==> src/rtl/sobel_timing_ctrl.sv <==
// Timing controller for the 3x3 Sobel pipeline: line-width measurement, lock FSM, line-delay config and pixel coordinates.
// Optional BORDER_MASK_EN restricts win_valid to pixels with a full 3x3 neighbourhood (x_pos >= 2, y_pos >= 2).
module sobel_timing_ctrl #(
   parameter int W_BITS      = 11,
   parameter int DL_OFFSET   = 3,
   parameter int MIN_W       = 8,
   parameter int LOCK_FRAMES = 2
) (
   input  logic              clk,
   input  logic              rst_n,
   input  logic              de,
   input  logic              hsync,
   input  logic              vsync,
   output logic [W_BITS-1:0] h_size,
   output logic              ce,
   output logic              locked,
   output logic              frame_err,
   output logic [W_BITS-1:0] line_width,
   output logic [W_BITS-1:0] x_pos,
   output logic [W_BITS-1:0] y_pos,
   output logic              win_valid
);

   localparam int MC_W = $clog2(LOCK_FRAMES + 1);
   localparam logic [W_BITS-1:0] X_MAX    = {W_BITS{1'b1}};
   localparam logic [W_BITS-1:0] MIN_W_V  = W_BITS'(MIN_W);
   localparam logic [W_BITS-1:0] DL_OFF_V = W_BITS'(DL_OFFSET);
   localparam logic [MC_W-1:0]   LOCK_V   = MC_W'(LOCK_FRAMES);

   typedef enum logic [1:0] {
      IDLE    = 2'd0,
      MEASURE = 2'd1,
      LOCKED  = 2'd2,
      ERR     = 2'd3
   } state_t;

   function automatic logic [W_BITS-1:0] sat_inc(input logic [W_BITS-1:0] v);
      sat_inc = (v == X_MAX) ? v : v + W_BITS'(1);
   endfunction

   logic [1:0]        rst_sync_r;
   logic              rst_int_n;
   logic              de_d1_r, de_d2_r, vs_d1_r, vs_d2_r;
   logic [W_BITS-1:0] x_cnt_r;
   logic              fr_has_r, fr_bad_r;
   logic [W_BITS-1:0] fr_w_r;
   logic              fr_has_e, fr_bad_e;
   logic [W_BITS-1:0] fr_w_e;
   logic [MC_W-1:0]   match_r, match_nxt;
   logic [W_BITS-1:0] cand_r, cand_nxt;
   state_t            state_r, state_nxt;
   logic              de_fall_s, vs_rise_s, line_acc_s, line_sat_s;
   logic              err_s, lock_nxt, h_load_s, win_nxt;
   logic [W_BITS-1:0] x_nxt, y_nxt;
   logic              unused_hsync;

   assign unused_hsync = hsync;

   // Reset synchronizer: asserts asynchronously, releases on the clock
   always_ff @(posedge clk or negedge rst_n) begin
      if (!rst_n) begin
         rst_sync_r <= 2'b00;
      end else begin
         rst_sync_r <= {rst_sync_r[0], 1'b1};
      end
   end
   assign rst_int_n = rst_sync_r[1];

   assign de_fall_s  = de_d2_r & ~de_d1_r;
   assign vs_rise_s  = vs_d1_r & ~vs_d2_r;
   assign line_acc_s = de_fall_s & (x_cnt_r >= MIN_W_V);
   assign line_sat_s = (x_cnt_r == X_MAX);

   // Fold a finishing line into the current frame before any frame-start decision
   always_comb begin
      fr_has_e = fr_has_r;
      fr_bad_e = fr_bad_r;
      fr_w_e   = fr_w_r;
      if (line_acc_s) begin
         if (line_sat_s) begin
            fr_bad_e = 1'b1;
         end else if (!fr_has_r) begin
            fr_has_e = 1'b1;
            fr_w_e   = x_cnt_r;
         end else if (x_cnt_r != fr_w_r) begin
            fr_bad_e = 1'b1;
         end else begin
            fr_bad_e = fr_bad_r;
         end
      end else begin
         fr_has_e = fr_has_r;
      end
   end

   // Lock FSM next state, match counter and candidate width
   always_comb begin
      state_nxt = state_r;
      match_nxt = match_r;
      cand_nxt  = cand_r;
      err_s     = 1'b0;
      case (state_r)
         IDLE: begin
            if (vs_rise_s) state_nxt = MEASURE;
            else           state_nxt = IDLE;
         end
         MEASURE: begin
            if (vs_rise_s) begin
               if (fr_has_e && !fr_bad_e && (fr_w_e == cand_r)) begin
                  match_nxt = match_r + MC_W'(1);
               end else if (fr_has_e && !fr_bad_e) begin
                  cand_nxt  = fr_w_e;
                  match_nxt = MC_W'(1);
               end else begin
                  match_nxt = {MC_W{1'b0}};
               end
               if (match_nxt >= LOCK_V) state_nxt = LOCKED;
               else                     state_nxt = MEASURE;
            end else begin
               state_nxt = MEASURE;
            end
         end
         LOCKED: begin
            if (line_acc_s && (x_cnt_r != cand_r)) begin
               err_s     = 1'b1;
               match_nxt = {MC_W{1'b0}};
               // a frame start in the same cycle goes straight back to measuring
               if (vs_rise_s) state_nxt = MEASURE;
               else           state_nxt = ERR;
            end else begin
               state_nxt = LOCKED;
            end
         end
         ERR: begin
            if (vs_rise_s) begin
               state_nxt = MEASURE;
               match_nxt = {MC_W{1'b0}};
            end else begin
               state_nxt = ERR;
            end
         end
         default: begin
            state_nxt = IDLE;
            match_nxt = {MC_W{1'b0}};
         end
      endcase
   end

   assign lock_nxt = (state_nxt == LOCKED);
   assign h_load_s = (state_r != LOCKED) & lock_nxt;

   // Next pixel coordinates and window qualifier, aligned to the registered de
   always_comb begin
      x_nxt = x_pos;
      y_nxt = y_pos;
      if (de) begin
         if (de_d1_r) x_nxt = sat_inc(x_pos);
         else         x_nxt = {W_BITS{1'b0}};
      end else begin
         x_nxt = x_pos;
      end
      if (vs_rise_s)       y_nxt = {W_BITS{1'b0}};
      else if (line_acc_s) y_nxt = sat_inc(y_pos);
      else                 y_nxt = y_pos;
`ifdef BORDER_MASK_EN
      win_nxt = de & lock_nxt & (x_nxt >= W_BITS'(2)) & (y_nxt >= W_BITS'(2));
`else
      win_nxt = de & lock_nxt;
`endif
   end

   // Input pipeline, width counter, frame tracking and FSM state
   always_ff @(posedge clk or negedge rst_int_n) begin
      if (!rst_int_n) begin
         de_d1_r  <= 1'b0;
         de_d2_r  <= 1'b0;
         vs_d1_r  <= 1'b0;
         vs_d2_r  <= 1'b0;
         x_cnt_r  <= {W_BITS{1'b0}};
         fr_has_r <= 1'b0;
         fr_bad_r <= 1'b0;
         fr_w_r   <= {W_BITS{1'b0}};
         match_r  <= {MC_W{1'b0}};
         cand_r   <= {W_BITS{1'b0}};
         state_r  <= IDLE;
      end else begin
         de_d1_r <= de;
         de_d2_r <= de_d1_r;
         vs_d1_r <= vsync;
         vs_d2_r <= vs_d1_r;
         if (de_d1_r) begin
            x_cnt_r <= de_d2_r ? sat_inc(x_cnt_r) : W_BITS'(1);
         end
         if (vs_rise_s) begin
            fr_has_r <= 1'b0;
            fr_bad_r <= 1'b0;
            fr_w_r   <= {W_BITS{1'b0}};
         end else begin
            fr_has_r <= fr_has_e;
            fr_bad_r <= fr_bad_e;
            fr_w_r   <= fr_w_e;
         end
         match_r <= match_nxt;
         cand_r  <= cand_nxt;
         state_r <= state_nxt;
      end
   end

   // Registered outputs; h_size only loads on entry to LOCKED
   always_ff @(posedge clk or negedge rst_int_n) begin
      if (!rst_int_n) begin
         h_size     <= {W_BITS{1'b0}};
         ce         <= 1'b0;
         locked     <= 1'b0;
         frame_err  <= 1'b0;
         line_width <= {W_BITS{1'b0}};
         x_pos      <= {W_BITS{1'b0}};
         y_pos      <= {W_BITS{1'b0}};
         win_valid  <= 1'b0;
      end else begin
         if (h_load_s) h_size <= cand_nxt - DL_OFF_V;
         ce        <= lock_nxt;
         locked    <= lock_nxt;
         frame_err <= err_s;
         if (line_acc_s) line_width <= x_cnt_r;
         x_pos     <= x_nxt;
         y_pos     <= y_nxt;
         win_valid <= win_nxt;
      end
   end

endmodule

==> config.mk <==
export PLATFORM = sky130hd
export DESIGN_NAME = sobel_timing_ctrl
export DESIGN_NICKNAME = d
export VERILOG_FILES = /design/src/rtl/sobel_timing_ctrl.sv
export SDC_FILE = /design/constraint.sdc
export NUM_CORES = 1
export LEC_CHECK = 0
export BUFFER_PORTS_ARGS = -buffer_cell sky130_fd_sc_hd__buf_2
export CORE_AREA = 5 5 103 105
export CTS_CLUSTER_DIAMETER = 30
export DETAILED_ROUTE_END_ITERATION = 16
export DIE_AREA = 0 0 108 110
export PLACE_DENSITY_LB_ADDON = 0.1
export REMOVE_ABC_BUFFERS = 1
export SLEW_MARGIN = 20
export SYNTH_ARGS = -nofsm -noshare
export SYNTH_HDL_FRONTEND = slang
export SYNTH_SLANG_ARGS = --single-unit
==> constraint.sdc <==
create_clock -name clk -period 8.08 [get_ports clk]
set_input_delay 0.808 -clock clk [delete_from_list [all_inputs] [get_ports clk]]
set_output_delay 0.808 -clock clk [all_outputs]
set_load 0.01 [all_outputs]
; Yosys cells after proc, flatten, opt, wreduce, memory -nomap -nowiden
; Index checks and enable logic that the tools add are counted.
[op_classes]
bitwise = 7
muxes = 39
addsub = 5
n_eq_ne = 17
reduce_logical = 11
n_lt_le_gt_ge = 2
[ops]
columns = op, n
row1 = 11-bit two-way mux, 15
row2 = 11-bit by 1-bit adder with 11-bit output (second input constant), 3
row3 = 11-bit equality test (second input constant), 3
row4 = 11-bit != test, 2
row5 = 2-bit two-way mux, 10
row6 = 2-bit != test (second input constant), 7
row7 = 1-bit two-way mux, 12
row8 = 11-bit equality test, 1
row9 = 11-bit by 4-bit greater-or-equal comparator with 1-bit output (second input constant), 1
row10 = 11-bit by 2-bit subtractor with 11-bit output (second input constant), 1
row11 = 2-bit case mux with 4 select lines, 1
row12 = 2-bit equality test (second input constant), 3
row13 = 2-bit case mux with 3 select lines, 1
row14 = 2-bit AND reduction, 3
row15 = 1-bit AND, 5
row16 = 4-bit AND reduction, 1
row17 = 1-bit logical AND, 3
row18 = 3-bit nonzero test, 1
row19 = 2-bit by 1-bit adder with 2-bit output (second input constant), 1
row20 = 2-bit by 1-bit equality test with 1-bit output (second input constant), 1
row21 = 2-bit greater-or-equal comparator (second input constant), 1
row22 = 2-bit logical NOT, 1
row23 = 1-bit NOT, 2
row24 = 2-bit nonzero test, 1
row25 = 1-bit logical NOT, 1
[totals]
word_cells = 100
out_inout_bits = 48
reg_bits = 92
inputBits = 5

; Longest topological paths before layout
; Gate-level depths: netlist of the first run.
[depth]
depth_word = 17
depth_mapped = 18

; Least setup slack after synthesis of the first run
; No wires, ideal clock.
[synth_timing]
kind = flip-flop to flip-flop
from = reg x_cnt_r[4]
to = reg h_size[8]
t_required_ns = 7.955
n_path_buf = 3
path_slack_ns = 3.925
arrival_time_ns = 4.030
path_stages_with_launch = 17
cell_sequence = dfrtp_1 -> buf_6 -> nor4_1 -> a21oi_4 -> nand3b_2 -> buf_6 -> mux2i_2 -> o221ai_2 -> o31ai_2 -> clkbuf_1 -> o21ai_0 -> ha_1 -> nor3_1 -> nand2b_1 -> or4_1 -> xnor2_1 -> mux2_4
[synth_via]
word_cells_on_any_way = 35
cone_classes = add/sub: 1 / order compare: 2 / eq/ne: 5 / mux: 21 / bitwise: 2 / reduce/logical: 4
[synth_lines]
columns = element, line
row1 = from (decl), 44  ; logic [W_BITS-1:0] x_cnt_r;
row2 = from (signal assigned), 178  ; x_cnt_r <= {W_BITS{1'b0}};
row3 = from (signal assigned), 191  ; x_cnt_r <= de_d2_r ? sat_inc(x_cnt_r) : W_BITS'(1);
row4 = branches (longest 8 deep; another with 11-bit by 4-bit greater-or-equal comparator with 1-bit output), n/a
row5 = 11-bit two-way mux (*), 108  ; if (fr_has_e && !fr_bad_e && (fr_w_e == cand_r)) begin
row6 = 11-bit two-way mux (*), 107  ; if (vs_rise_s) begin
row7 = 11-bit two-way mux (*), 101  ; case (state_r)
row8 = via cand_nxt[0], 50  ; logic [W_BITS-1:0] cand_r, cand_nxt;
row9 = 11-bit by 2-bit subtractor with 11-bit output (*), 220  ; if (h_load_s) h_size <= cand_nxt - DL_OFF_V;
row10 = to (signal assigned), 211  ; h_size <= {W_BITS{1'b0}};
row11 = to (signal assigned), 220
row12 = to (decl), 14  ; output logic [W_BITS-1:0] h_size,
; Mark *: on every way through the listed nets, which the timed path passes. The select of a mux whose other input is x is not followed.
; A chain may end at the register's enable or synchronous reset.

; Final worst setup path of the first run
[layout_timing]
from = reg x_cnt_r[5]
to = reg h_size[10]
; The elaborated chain is that of the path after synthesis.

==> flow_summary.json, run 1 <==
{
  "core_area_um2": 9550,
  "antenna_cells": 0,
  "io_buffers": 51,
  "path_buf_inv": 1,
  "final.min_clock_period_ps": 4860,
  "swShare_pct": 29.9,
  "nets": 497,
  "comb_power_share_pct": 17.8,
  "synth_top_area_cell": "dfrtp_1",
  "hp-class": "input port to asynchronous set/reset pin",
  "dr.pass1.iters": 4,
  "path_class": "register to register",
  "max_freq_mhz": 206,
  "postSynthAreaPerCell_um2": 10.2,
  "wl_per_cell_um": 15.1,
  "ys_ff_latch": 92,
  "globalplace.congestion": 0.824,
  "max-slew-margin-rel_pct": 45.2,
  "crit_path_start_kind": "register",
  "num_io_pins": 53,
  "cts-hold-fix-buffers": 0,
  "required_ps": 8300,
  "cts_tree": "done",
  "drive_above_1_share_pct": 20.3,
  "cp_max_fo": 19,
  "cp_slowest_cell": "dfrtp_1",
  "critPathMaxStageDelay_ps": 620,
  "hold_viol": 0,
  "dp_hpwl_um": 6500,
  "ctsRootBufferMaster": "clkbuf_8",
  "drc_errors": 0,
  "detail-route-antenna-nets": 0,
  "viasPerCell": 5.12,
  "yosysMostFrequentCell": "dfrtp_1",
  "power_frac_seq_pct": 50.3,
  "synth_area_um2": 4620,
  "clkSinkCount": 92,
  "setup_violations": 0,
  "p_clk_share_pct": 32.0,
  "grt_max_degree": 55,
  "synth_cells": 455,
  "die_y_um": 110,
  "synth_common_cells": "dfrtp_1 (92), nor2_1 (56), nand2_1 (37), xnor2_1 (34), xor2_1 (24)",
  "h-tree-depth": 3,
  "path_clk_slew_ps": 90,
  "row_count": 36,
  "synth_cell_types": 53,
  "grt_pass1_vias": 3197,
  "p_int_mw": 0.742,
  "powerDensity_nw_per_um2": 207,
  "whs_ps": 217,
  "overflow": 0,
  "die_w_um": 108,
  "tns_ps": 0,
  "rsz0062_at_grt": "no",
  "antenna_found_initial": 0,
  "status": "completed",
  "vias": 3198,
  "ys_seq_area_share_pct": 49.8,
  "fp.dieArea_um2": 11900,
  "netSwitchingPower_mw": 0.316,
  "seq_area_um2": 2310,
  "ctsResizeCount": 0,
  "power.leakage_nw": 2.50,
  "drv_slew": 0,
  "cp-end-kind": "register",
  "clock_path_buffers": 2,
  "first_iter_violations": 127,
  "tightest_slew_ps": 821,
  "period_share_pct": 60.1,
  "synth_edf_count": 0,
  "syn_to_final_growth_pct": 10.5,
  "crit_chain": "nor4_2, a21oi_4, nand3b_2, mux2i_2, o221ai_2, o31ai_2, buf_4, o21ai_0, ha_1, nor3_1, nand2b_1, or4_1, nor3_1, xnor2_1, o21ai_1",
  "grt_usage_pct": 17.2,
  "async_reset_ff_share_pct": 100,
  "ys_warn_count": 0,
  "clock-skew-final_ps": 8.68,
  "post_cts_buffers": 0,
  "clk_latency_ps": 360,
  "cp_common_cell": "nor3_1",
  "max-vdd-ir-drop_mv": 0.0981,
  "synth_flop_cell": "dfrtp_1",
  "multiInputGateArea_um2": 2090,
  "wl_um": 9450,
  "fillers": 898,
  "crit_family": "simple AND/OR/NAND/NOR gates",
  "grt_pass1_wl_um": 16200,
  "worst_ep_arrival_time_ps": 5080,
  "ys_top_cells_by_area": "dfrtp_1 (50%), xnor2_1 (6.4%), nor2_1 (4.5%)",
  "numCtsBuffers": 9,
  "cap_violations": 0,
  "initial_core_util_pct": 48.4,
  "synthDominantCellAreaShare_pct": 49.8
}
## registers in the layout, indices dropped and copies added (netlist names), 2 cells and up
register	flops
h_size	11
line_width	11
match_r	2
x_pos	11
x_cnt_r	11
cand_r	11
rst_sync_r	2
fr_w_r	11
y_pos	11
state_r	2
## worst paths after layout
kind / depth (start not counted) / endpoint / start / slack, ps
max in group asynchronous: 1 / fr_w_r[7] / rst_sync_r[1] / 6730
max: 15 / h_size[10] / x_cnt_r[5] / 3220
min reg2reg: 0 / line_width[10] / rst_sync_r[1] / 290
max reg2reg: 15 / h_size[10] / x_cnt_r[5] / 3220
min in group clk: 0 / rst_sync_r[1] / rst_sync_r[0] / 360
min: 1 / rst_sync_r[1] / rst_n / 220
## routing by layer
layer / wire [um] / part of all wire (%) / global-route usage, % / vias up
li1: - / - / - / 1597
met5: 0 / 0 / 0 / -
met2: 4350 / 46 / 26.8 / 50
met4: 115 / 1.2 / 5.59 / 0
met1: 4660 / 49 / 24.9 / 1541
met3: 327 / 3.5 / 2.56 / 10
## logic make-up (layout without fill, tap and decap cells)
kind of cell,count (synthesis),count (layout),share of synthesized area (%)
compound gates,62,62,8.66
xor+xnor,58,58,11.0
fa+ha+maj,5,5,1.35
buf+inv,45,82,5.04
flops,92,92,49.8
mux,27,27,6.61
other cells,1,1,0.0812
simple gates,165,165,17.4
## power by group through the flow
| stage | logic [mW] | clock network (mW) | registers (mW) |
|---|---|---|---|
| after floorplan | 0.138 | 0 | 0.538 |
| after global placement | 0.188 | 0 | 0.540 |
| after detailed placement | 0.190 | 0 | 0.541 |
| after CTS | 0.190 | 0.349 | 0.532 |
| after global routing | 0.212 | 0.365 | 0.538 |
| final | 0.188 | 0.338 | 0.532 |
## cells in the final DEF (no fill, tap or decap), drive strengths merged, types with 2 or more instances in the layout
| cell | synthesis | routed |
|---|---|---|
| a21boi | 2 | 2 |
| a21oi | 23 | 23 |
| a31oi | 2 | 2 |
| and2 | 3 | 3 |
| and4 | 2 | 2 |
| buf | 15 | 54 |
| clkbuf | 18 | 12 |
| dfrtp | 92 | 92 |
| ha | 5 | 5 |
| inv | 12 | 13 |
| mux2 | 16 | 16 |
| mux2i | 11 | 11 |
| nand2 | 37 | 37 |
| nand2b | 7 | 7 |
| nand3 | 12 | 12 |
| nand3b | 2 | 2 |
| nand4 | 10 | 10 |
| nor2 | 56 | 56 |
| nor2b | 5 | 5 |
| nor3 | 7 | 7 |
| nor3b | 2 | 2 |
| nor4 | 9 | 9 |
| o211a | 2 | 2 |
| o21ai | 16 | 16 |
| o22ai | 2 | 2 |
| o31ai | 7 | 7 |
| or2 | 3 | 3 |
| or3 | 7 | 7 |
| or4 | 2 | 2 |
| xnor2 | 34 | 34 |
| xor2 | 24 | 24 |
## worst reg2reg max path: stages, from the launching register on
cell	delay (ps)
dfrtp_1	620
nor4_2	130
a21oi_4	530
nand3b_2	610
mux2i_2	450
o221ai_2	220
o31ai_2	240
buf_4	260
o21ai_0	160
ha_1	260
nor3_1	240
nand2b_1	110
or4_1	470
nor3_1	210
xnor2_1	140
o21ai_1	70
## cell type report
cell class	instances	area share, %
well taps	133	3.26
inverters	12	0.883
clock inverters	4	1.08
repair buffers	54	5.44
clock buffers	12	3.24
flip-flops and latches	92	45.2
multi-input cells	318	40.9
## through the flow
stage	area, um2	utilization, %	setup WS [ps]	power [mW]	std cells
after floorplan	4430	-	3610	0.676	422
after global placement	4880	51.1	3270	0.728	609
after detailed placement	4880	51.1	3220	0.730	609
after CTS	5100	53.4	3240	1.07	625
after global routing	5100	53.4	2840	1.12	625
final	5100	53.4	3220	1.06	625
Power figures use the tool's default switching activity.
==> run 2, diff against run 1 <==
==> constraint.sdc (replaced) <==
create_clock -name clk -period 4.54 [get_ports clk]
set_input_delay 0.454 -clock clk [delete_from_list [all_inputs] [get_ports clk]]
set_output_delay 0.454 -clock clk [all_outputs]
set_load 0.01 [all_outputs]
==> run 2 against run 1 <==
  * Design area rose by 1.3%
  * Wire length rose by 2.2%
  * Worst hold slack worse by 27 ps
  * Clock power increased by 66%
  * Sequential power up 75%
  * Combinational power rose by 97%
  * Non-clock buffer count rose by 10
  * Largest cell class unchanged
==> flow_summary.json, run 2 (same netlist as run 1, synthesis figures left out) <==
{
  "max-vdd-ir-drop_mv": 0.154,
  "globalplace.congestion": 0.821,
  "powerDensity_nw_per_um2": 360,
  "initial_core_util_pct": 48.4,
  "row_count": 36,
  "max-slew-margin-rel_pct": 45.8,
  "io_buffers": 51,
  "antenna_found_initial": 0,
  "syn_to_final_growth_pct": 11.9,
  "setup_ws_ps": 327,
  "num_io_pins": 53,
  "period_share_pct": 92.8,
  "rsz0062_at_grt": "no",
  "wl_um": 9660,
  "grt_usage_pct": 17.7,
  "tns_ps": 0,
  "power_mw": 1.86,
  "hold_viol": 0,
  "core_area_um2": 9550,
  "antenna_cells": 0,
  "drive_above_1_share_pct": 21.7,
  "power.leakage_nw": 2.54,
  "grt_max_degree": 47,
  "h-tree-depth": 3,
  "fp.dieArea_um2": 11900,
  "cp-end-kind": "register",
  "fillers": 905,
  "nets": 507,
  "clkSinkCount": 92,
  "die_w_um": 108,
  "vias": 3303,
  "cp_max_fo": 7,
  "drc_errors": 0,
  "grt_pass1_wl_um": 16500,
  "cts_tree": "done",
  "crit_path_start_kind": "register",
  "detail-route-antenna-nets": 0,
  "tightest_slew_ps": 811,
  "overflow": 0,
  "final_area_um2": 5170,
  "clock_path_buffers": 2,
  "placed_cell_area_um2": 4950,
  "post-place-ws_ps": 210,
  "worst_ep_arrival_time_ps": 4440,
  "layout_commonest_cell": "dfrtp_1",
  "required_ps": 4770,
  "wl_per_cell_um": 15.2,
  "dr.pass1.iters": 4,
  "drv_slew": 0,
  "first_iter_violations": 115,
  "ctsRootBufferMaster": "clkbuf_8",
  "numCtsBuffers": 9,
  "path_clk_slew_ps": 100,
  "die_y_um": 110,
  "viasPerCell": 5.20,
  "setup_violations": 0,
  "clk_latency_ps": 370,
  "hp-class": "input port to register",
  "dp_hpwl_um": 6930,
  "grt_pass1_vias": 3329,
  "max_freq_mhz": 237,
  "most-common-layout-cells": "dfrtp_1 (91), nor2_1 (56), buf_2 (51)",
  "cap_violations": 0,
  "path_class": "register to register",
  "status": "completed",
  "clock-skew-final_ps": 17.0,
  "final.min_clock_period_ps": 4210
}
run 2: changes by cell type in the layout (fill, tap and decap cells not counted):
cell	change
buf_4	+9
clkbuf_8	-3
clkinv_2	+2
clkinv_4	+2
clkinvlp_4	-1
dlygate4sd3_1	+1
o31ai_2	-1
o31ai_4	+1
run 2: timing repair:
item / in CTS / in global routing
endpoints found under the hold margin: 2 / 0
endpoints found under the setup margin: 0 / 2
gates resized for setup: 0 / 1
buffers inserted: 0 / 0
hold buffers: 1 / 0
run 2: final timing paths:
kind / startpoint / to / slack (ps) / cells after the start
setup / recovery: x_cnt_r[7] / h_size[10] / 330 / 14
hold / removal: vsync / vs_d1_r / 190 / 1
setup reg to reg: x_cnt_r[7] / h_size[10] / 330 / 14
hold reg to reg: rst_sync_r[1] / x_pos[3] / 330 / 0
max in group asynchronous: rst_sync_r[1] / h_size[8] / 3210 / 1
min in group asynchronous: rst_sync_r[1] / x_pos[3] / 330 / 0
run 2: layer usage:
metal	wire length, um	up-vias	GRT usage (%)
met4	165	0	6.76
li1	-	1618	-
met2	4580	65	28.6
met1	4510	1603	24.0
met3	402	17	2.80
met5	0	-	0
run 2: through the flow:
stage	hold slack (ps)	util [%]	instances
final	190	54.1	635
after global routing	170	54.1	635
after CTS	177	54.0	635
after detailed placement	242	51.8	618
after global placement	239	51.8	618
after floorplan	158	-	422
run 2: worst max-delay path, cell delays in order (launching register included):
cell and delay (ps):
dfrtp_1 560, nand4_1 240, or3_4 480, nand3b_2 170, mux2i_2 330, o221ai_2 240
o31ai_4 370, o21ai_0 190, ha_1 260, nor3_1 240, nand2b_1 100, or4_1 460
nor3_1 200, xnor2_1 140, o21ai_1 70
run 2: cell type report:
class	instances	area, um2	share of cell area (%)
Multi-Input combinational cell	318	2100	40.6
Inverter	12	45.0	0.871
Tap cell	133	166	3.22
Timing Repair Buffer	64	355	6.87
Clock buffer	9	124	2.40
Clock inverter	7	75.1	1.45
Sequential cell	92	2310	44.6
run 2: power by group:
group / total [mW] / internal [mW] / switching [mW]
registers: 0.929 / 0.869 / 0.0598
clock network: 0.562 / 0.258 / 0.304
logic: 0.371 / 0.160 / 0.211
